$ cat src/rtl/sparc_rf_pkg.sv
// Shared sizing and word/address types for the SPARC integer register file.
package sparc_rf_pkg;

  localparam int RF_DATA_W = 32;
  localparam int RF_ADDR_W = 5;
  localparam int RF_DEPTH  = 32;
  localparam int G0_ADDR   = 0;

  typedef logic [RF_ADDR_W-1:0] rf_addr_t;
  typedef logic [RF_DATA_W-1:0] rf_word_t;

endpackage

$ cat src/rtl/regfile_entry_32.sv
// One register-file storage word: active-low load enable, async active-high clear.
module regfile_entry_32
  import sparc_rf_pkg::*;
#(
  parameter int DATA_W = RF_DATA_W
) (
  input  logic              Clk,
  input  logic              Clr,
  input  logic              i_load_n,
  input  logic [DATA_W-1:0] i_d,
  output logic [DATA_W-1:0] o_q
);

  logic [DATA_W-1:0] r_q;

  always_ff @(posedge Clk or posedge Clr) begin
    if (Clr)
      r_q <= '0;
    else if (!i_load_n)
      r_q <= i_d;
  end

  assign o_q = r_q;

endmodule

$ cat src/rtl/regfile_2r1w_rdport.sv
// 32x32 SPARC integer register file: one write port, two registered read ports
// sharing a request/valid handshake, with write-to-read bypass and %g0 tied to zero.
module regfile_2r1w_rdport
  import sparc_rf_pkg::*;
#(
  parameter int DATA_W = RF_DATA_W,
  parameter int ADDR_W = RF_ADDR_W,
  parameter int DEPTH  = RF_DEPTH
) (
  input  logic              Clk,
  input  logic              Clr,
  input  logic              loadE,
  input  logic [ADDR_W-1:0] WrAddr,
  input  logic [DATA_W-1:0] WrData,
  input  logic              RdReq,
  input  logic [ADDR_W-1:0] RdAddrA,
  input  logic [ADDR_W-1:0] RdAddrB,
  output logic              RdValid,
  output logic [DATA_W-1:0] DataA,
  output logic [DATA_W-1:0] DataB
);

  localparam logic [ADDR_W-1:0] G0 = ADDR_W'(G0_ADDR);

  logic [DATA_W-1:0] w_q [DEPTH];
  logic              w_wr_act;
  logic [DATA_W-1:0] w_rd_a;
  logic [DATA_W-1:0] w_rd_b;

  logic              r_valid;
  logic [DATA_W-1:0] r_data_a;
  logic [DATA_W-1:0] r_data_b;

  assign w_wr_act = !loadE;
  assign w_q[0]   = '0;

  for (genvar i = 1; i < DEPTH; i++) begin : g_entry
    logic w_load_n;
    assign w_load_n = !(w_wr_act && (WrAddr == ADDR_W'(i)));

    regfile_entry_32 #(.DATA_W(DATA_W)) u_entry (
      .Clk      (Clk),
      .Clr      (Clr),
      .i_load_n (w_load_n),
      .i_d      (WrData),
      .o_q      (w_q[i])
    );
  end

  // Bypass gives write-before-read: a same-cycle write wins over the stored word.
  always_comb begin
    w_rd_a = w_q[RdAddrA];
    if (RdAddrA == G0)
      w_rd_a = '0;
    else if (w_wr_act && (WrAddr == RdAddrA))
      w_rd_a = WrData;
  end

  always_comb begin
    w_rd_b = w_q[RdAddrB];
    if (RdAddrB == G0)
      w_rd_b = '0;
    else if (w_wr_act && (WrAddr == RdAddrB))
      w_rd_b = WrData;
  end

  always_ff @(posedge Clk or posedge Clr) begin
    if (Clr) begin
      r_valid  <= 1'b0;
      r_data_a <= '0;
      r_data_b <= '0;
    end else begin
      r_valid <= RdReq;
      if (RdReq) begin
        r_data_a <= w_rd_a;
        r_data_b <= w_rd_b;
      end
    end
  end

  assign RdValid = r_valid;
  assign DataA   = r_data_a;
  assign DataB   = r_data_b;

endmodule
$ cat config.mk
export PLATFORM = sky130hd
export DESIGN_NAME = regfile_2r1w_rdport
export DESIGN_NICKNAME = d
export VERILOG_FILES = /design/src/rtl/sparc_rf_pkg.sv /design/src/rtl/regfile_entry_32.sv /design/src/rtl/regfile_2r1w_rdport.sv
export SDC_FILE = /design/constraint.sdc
export NUM_CORES = 2
export LEC_CHECK = 0
export CAP_MARGIN = 20
export CELL_PAD_IN_SITES_DETAIL_PLACEMENT = 1
export CELL_PAD_IN_SITES_GLOBAL_PLACEMENT = 1
export CORE_ASPECT_RATIO = 0.5
export CORE_UTILIZATION = 55
export CTS_CLUSTER_SIZE = 8
export DETAILED_ROUTE_END_ITERATION = 12
export GPL_TIMING_DRIVEN = 0
export PLACE_DENSITY_LB_ADDON = 0.1
export SLEW_MARGIN = 15
export SYNTH_ARGS = -nofsm -noshare
export SYNTH_HDL_FRONTEND = slang
export SYNTH_SLANG_ARGS = --single-unit
$ cat constraint.sdc
create_clock -name Clk -period 68.6 [get_ports Clk]
set_clock_uncertainty 0.05 [all_clocks]
set_input_delay 10.29 -clock Clk [delete_from_list [all_inputs] [get_ports Clk]]
set_output_delay 10.29 -clock Clk [all_outputs]
set_load 0.02 [all_outputs]
Word-level counts from Yosys, hierarchy flattened
Index checks and enable logic that the tools add are counted.
{"block": "totals", "regBits": 1057, "word_cells": 117}
{"block": "classes", "n_eq_ne": 33, "n_bitwise": 2, "n_mux": 10, "reduce_logical": 36, "magnitude_cmp": 2}
{"op": "32-bit binary-select mux with 5-bit select", "count": 2}
{"op": "32-bit 2-to-1 mux", "count": 8}
{"op": "5-bit == test, second input constant", "count": 16}
{"op": "5-bit by 4-bit == test with 1-bit output, second input constant", "count": 8}
{"op": "1-bit logical AND", "count": 33}
{"op": "5-bit by 3-bit == test with 1-bit output, second input constant", "count": 4}
{"op": "6-bit greater-or-equal comparator, second input constant", "count": 2}
{"op": "5-bit inverter with 6-bit output", "count": 2}
{"op": "5-bit by 2-bit == test with 1-bit output, second input constant", "count": 2}
{"op": "5-bit == test", "count": 2}
{"op": "5-bit logical NOT", "count": 2}
{"op": "5-bit by 1-bit == test with 1-bit output, second input constant", "count": 1}
{"op": "1-bit logical NOT", "count": 1}

Longest topological paths before layout
{"block": "logic_depth", "depth_word": 6, "depth_mapped": 9, "depth_no_buf": 5}

Hierarchy
A second synthesis with hierarchy kept.
{"block": "hier_totals", "hier_cells": 3751, "area_unflattened_um2": 61086.1}
{"mod": "regfile_entry_32", "area_per_inst_um2": 1348.8, "cells_each": 69, "instances": 31, "seq_area_each_um2": 800.8}
{"mod": "regfile_2r1w_rdport", "area_per_inst_um2": 19273.5, "cells_each": 1612, "instances": 1, "seq_area_each_um2": 1626.6}

Worst setup path after synthesis
Ideal clock, no wire load.
{"block": "synth_timing", "path_kind": "input to register", "start": "in RdAddrB[1]", "end": "reg r_data_b[20] (netlist: DataB[20])", "slack_ns": 56.493, "required_ns": 68.422, "arrival_ns": 11.929, "stages": 9, "path_buffers": 4, "cell_sequence": "buf_6 buf_6 buf_2 buf_2 mux4_2 a22oi_1 nand2_1 a222oi_1 nand2_1"}
{"block": "synth_via", "elab_chain_cells": 6, "word_cells_on_any_way": 9, "classes_between": "1 x eq/ne; 5 x mux; 1 x bitwise; 2 x reduce/logical"}
{"element": "from (decl)", "line_no": "regfile_2r1w_rdport.sv:17", "rtl": "input logic [ADDR_W-1:0] RdAddrB,"}
{"element": "5-bit inverter with 6-bit output (not written as such)", "line_no": "regfile_2r1w_rdport.sv:60", "rtl": "w_rd_b = w_q[RdAddrB];"}
{"element": "32-bit binary-select mux with 5-bit select", "line_no": "regfile_2r1w_rdport.sv:60"}
{"element": "32-bit 2-to-1 mux (not written as such) (2 in series)", "line_no": "regfile_2r1w_rdport.sv:60"}
{"element": "32-bit 2-to-1 mux", "line_no": "regfile_2r1w_rdport.sv:63", "rtl": "else if (w_wr_act && (WrAddr == RdAddrB))"}
{"element": "32-bit 2-to-1 mux *", "line_no": "regfile_2r1w_rdport.sv:61", "rtl": "if (RdAddrB == G0)"}
{"element": "to (signal assigned)", "line_no": "regfile_2r1w_rdport.sv:76", "rtl": "r_data_b <= w_rd_b;"}
{"element": "to (decl)", "line_no": "regfile_2r1w_rdport.sv:32", "rtl": "logic [DATA_W-1:0] r_data_b;"}
Mark *: on every way between the ends. The rest lies on a longest branch, timed or not. The select of a mux whose other input is x is not followed.
A chain may end at the register's enable or synchronous reset.

==> impl_metrics.json <==
{
  "fmax_mhz": 71.5,
  "synth_edf_count": 0,
  "outcome": "finished, final reports clean",
  "chipWidth_um": 443,
  "boundaryPins": 116,
  "final_design_area_no_fill_um2": 60600,
  "io_buffers": 106,
  "grt_pass1_wl_um": 350000,
  "grt_overflow": 0,
  "r2r_start": "g_entry[11].u_entry.o_q[29]",
  "ff_latch_area_um2": 26500,
  "filler_cell_count": 9826,
  "r2r-end": "DataA[29]",
  "p_total_mw": 1.93,
  "worst_slack_ns": 54.62,
  "final_cells": 6285,
  "met3_usage_pct": 25.1,
  "drive_gt1_share_pct": 18.9,
  "drv_cap": 0,
  "slew_violations": 0,
  "p_int_mw": 1.32,
  "path_cells": "clkdlybuf4s50_1 > clkbuf_2 > o21ai_1 > a211oi_1 > clkbuf_1 > clkbuf_1 > nand2_1 > nand2_1",
  "yosys.area.top_type_share_pct": 49.5,
  "die-area_um2": 98400,
  "drc": 0,
  "yosysSeqAreaShare_pct": 49.5,
  "hold_start": "g_entry[7].u_entry.o_q[28]",
  "drt_iter0_markers": 7085,
  "clock_latency_ns": 0.78,
  "synth_area_um2": 53400,
  "path_class": "input pin to register",
  "fin_util_pct": 63.3,
  "syn_to_final_growth_pct": 13.5,
  "antenna_found_initial": 9,
  "grt_max_degree": 113,
  "gp_congestion": 1.03,
  "synth_nets": 4763,
  "tns_ns": 0,
  "dp_hpwl_um": 181000,
  "numCtsBuffers": 150,
  "p_sw_uw": 609,
  "synth_area_leaders": "dfrtp_1, mux4_2, o21ai_0",
  "setup_viol": 0,
  "worst_pin_slew_ns": 1.33,
  "crit_path_top_delay_cell": "clkbuf_1",
  "r2r_slack_ns": 66.21,
  "std_cell_rows": 80,
  "path_clk_slew_ns": 0.05,
  "wl_per_cell_um": 39.2,
  "slowest_delay_ns": 0.94,
  "cts_hold_buf": 0,
  "routed_wirelength_um": 246000,
  "worstRegToRegCells": 5,
  "cts_root_buf": "clkbuf_16",
  "grt_pass1_vias": 49200,
  "power.density_nw_per_um2": 31.9,
  "finalHoldViolCount": 0,
  "cts_setup_buffers": 0,
  "globalRoute.busiestLayer": "met1",
  "h-tree-depth": 4,
  "worstPathRequired_ns": 69.24,
  "yosysTopAreaCell": "dfrtp_1",
  "vias_per_cell": 7.52,
  "cp-startpoint": "RdReq",
  "synth_area_per_cell_um2": 11.3,
  "cp.arrival_ns": 14.62,
  "startpoint_type": "input pin",
  "rsz0062_at_grt": "no",
  "postRouteAntennaNets": 0,
  "ys_types": 50,
  "cts_tree": "built",
  "grt_usage_pct": 50.6,
  "met2_usage_pct": 67.8,
  "synth_common_cells": "dfrtp_1, nand2_1, o21ai_0",
  "p_comb_share_pct": 20.3,
  "postPlaceCellArea_um2": 56400,
  "initial_core_util_pct": 55.7,
  "coreArea_um2": 95800,
  "critPathCaptureType": "register",
  "cts_buffer_depth": 3,
  "async_flop_share_pct": 100,
  "ctsResizeCount": 0,
  "vias": 47300,
  "min_period_ns": 13.98,
  "holdWs_ns": 0.452,
  "min_path_type": "register to register",
  "irDropWorstVdd_mv": 0.0241,
  "swShare_pct": 31.5,
  "cp_max_fo": 11,
  "dieHeight_um": 222,
  "synth_cells": 4712,
  "multi_input_area_um2": 24800,
  "cts.sinks": 1057,
  "clkPwrFrac_pct": 35.8,
  "ys_ff_latch": 1057,
  "dp.cells": 6104,
  "dp_slack_ns": 53.86,
  "first_pass_iters": 8,
  "p_leak_nw": 26.3,
  "synth.most_common_cell": "dfrtp_1",
  "crit_end": "DataB[22]",
  "p_seq_share_pct": 43.8,
  "finalCritPeriodShare_pct": 20.4,
  "slew_headroom_pct": 11.6,
  "met1_usage_pct": 68.1,
  "ys.warnings.count": 0,
  "nets": 5047,
  "ys.flop_type": "dfrtp_1"
}
==> cell type report <==
type / count / area share, %
Timing Repair Buffer: 132 / 2.54
Antenna cell: 4 / 0.0165
Tap cell: 1271 / 2.62
Clock buffer: 158 / 6.49
Inverter: 35 / 0.229
Sequential cell: 1057 / 43.6
Buffer: 487 / 3.39
Multi-Input combinational cell: 3133 / 40.9
Clock inverter: 8 / 0.178
==> worst min-delay path by stage <==
stage	end	slack, ns	cells past startpoint
floorplan	g_entry[6].u_entry.o_q[11]	0.41	2
global placement	g_entry[18].u_entry.o_q[13]	0.42	2
detailed placement	g_entry[3].u_entry.o_q[2]	0.43	2
CTS	g_entry[3].u_entry.o_q[11]	0.45	2
global route	g_entry[7].u_entry.o_q[28]	0.48	2
finish	g_entry[7].u_entry.o_q[28]	0.45	2
==> placed cells by master (no fill, tap or decap), types with 9 or more instances in the layout <==
cell | synthesis | routed
buf_2 | 86 | 89
nand2b_1 | 19 | 19
inv_1 | 34 | 33
a221oi_1 | 11 | 11
a31oi_1 | 13 | 13
a222oi_1 | 16 | 16
mux2i_1 | 37 | 37
clkbuf_16 | 0 | 157
o2111ai_1 | 36 | 36
nand2_1 | 1056 | 1056
and3_1 | 11 | 11
o21ai_0 | 907 | 907
a211o_1 | 11 | 11
clkbuf_1 | 366 | 355
buf_1 | 19 | 15
clkdlybuf4s50_1 | 0 | 106
a22oi_1 | 91 | 91
buf_6 | 11 | 21
o22a_1 | 47 | 47
o22ai_1 | 44 | 44
mux2_2 | 182 | 182
buf_16 | 0 | 10
a211oi_1 | 34 | 34
a2bb2oi_1 | 31 | 31
nand3_1 | 9 | 9
nor2_1 | 39 | 39
a22o_1 | 28 | 28
dfrtp_1 | 1057 | 1057
mux4_2 | 449 | 449
clkbuf_2 | 0 | 13
==> kinds of logic (layout without fill, tap and decap cells) <==
family	count (synthesis)	after routing	share of synthesized area, %
flops	1057	1057	49.5
simple gates	1167	1167	8.57
mux	672	672	23.6
xor+xnor	10	10	0.164
other cells	0	4	0
compound gates	1284	1284	14.1
buf+inv	522	820	4.06
==> layer usage <==
metal,up-vias,wire (µm)
li1,17800,-
met1,25000,92800
met2,3761,99900
met3,778,40100
met4,10,13400
met5,-,182
==> power by group through the flow <==
stage,Combinational (mW),Clock [mW],Sequential (mW)
after floorplan,0.249,0,0.817
after global placement,0.353,0,0.834
after detailed placement,0.375,0,0.845
after CTS,0.382,0.686,0.839
after global routing,0.415,0.708,0.855
final,0.393,0.692,0.846
==> critical path, delay by kind of cell <==
kind	cells	cell delay [ns]
AO/OA/AOI/OAI	2	1.06
AND/OR/NAND/NOR	2	0.61
buffers and inverters	4	2.60
==> registers in the layout, summed over array words and instances (netlist names) <==
register	flops
DataB	32
DataA	32
g_entry.u_entry.o_q	992
RdValid	1
Note: power is estimated with default switching activity, not from simulation.
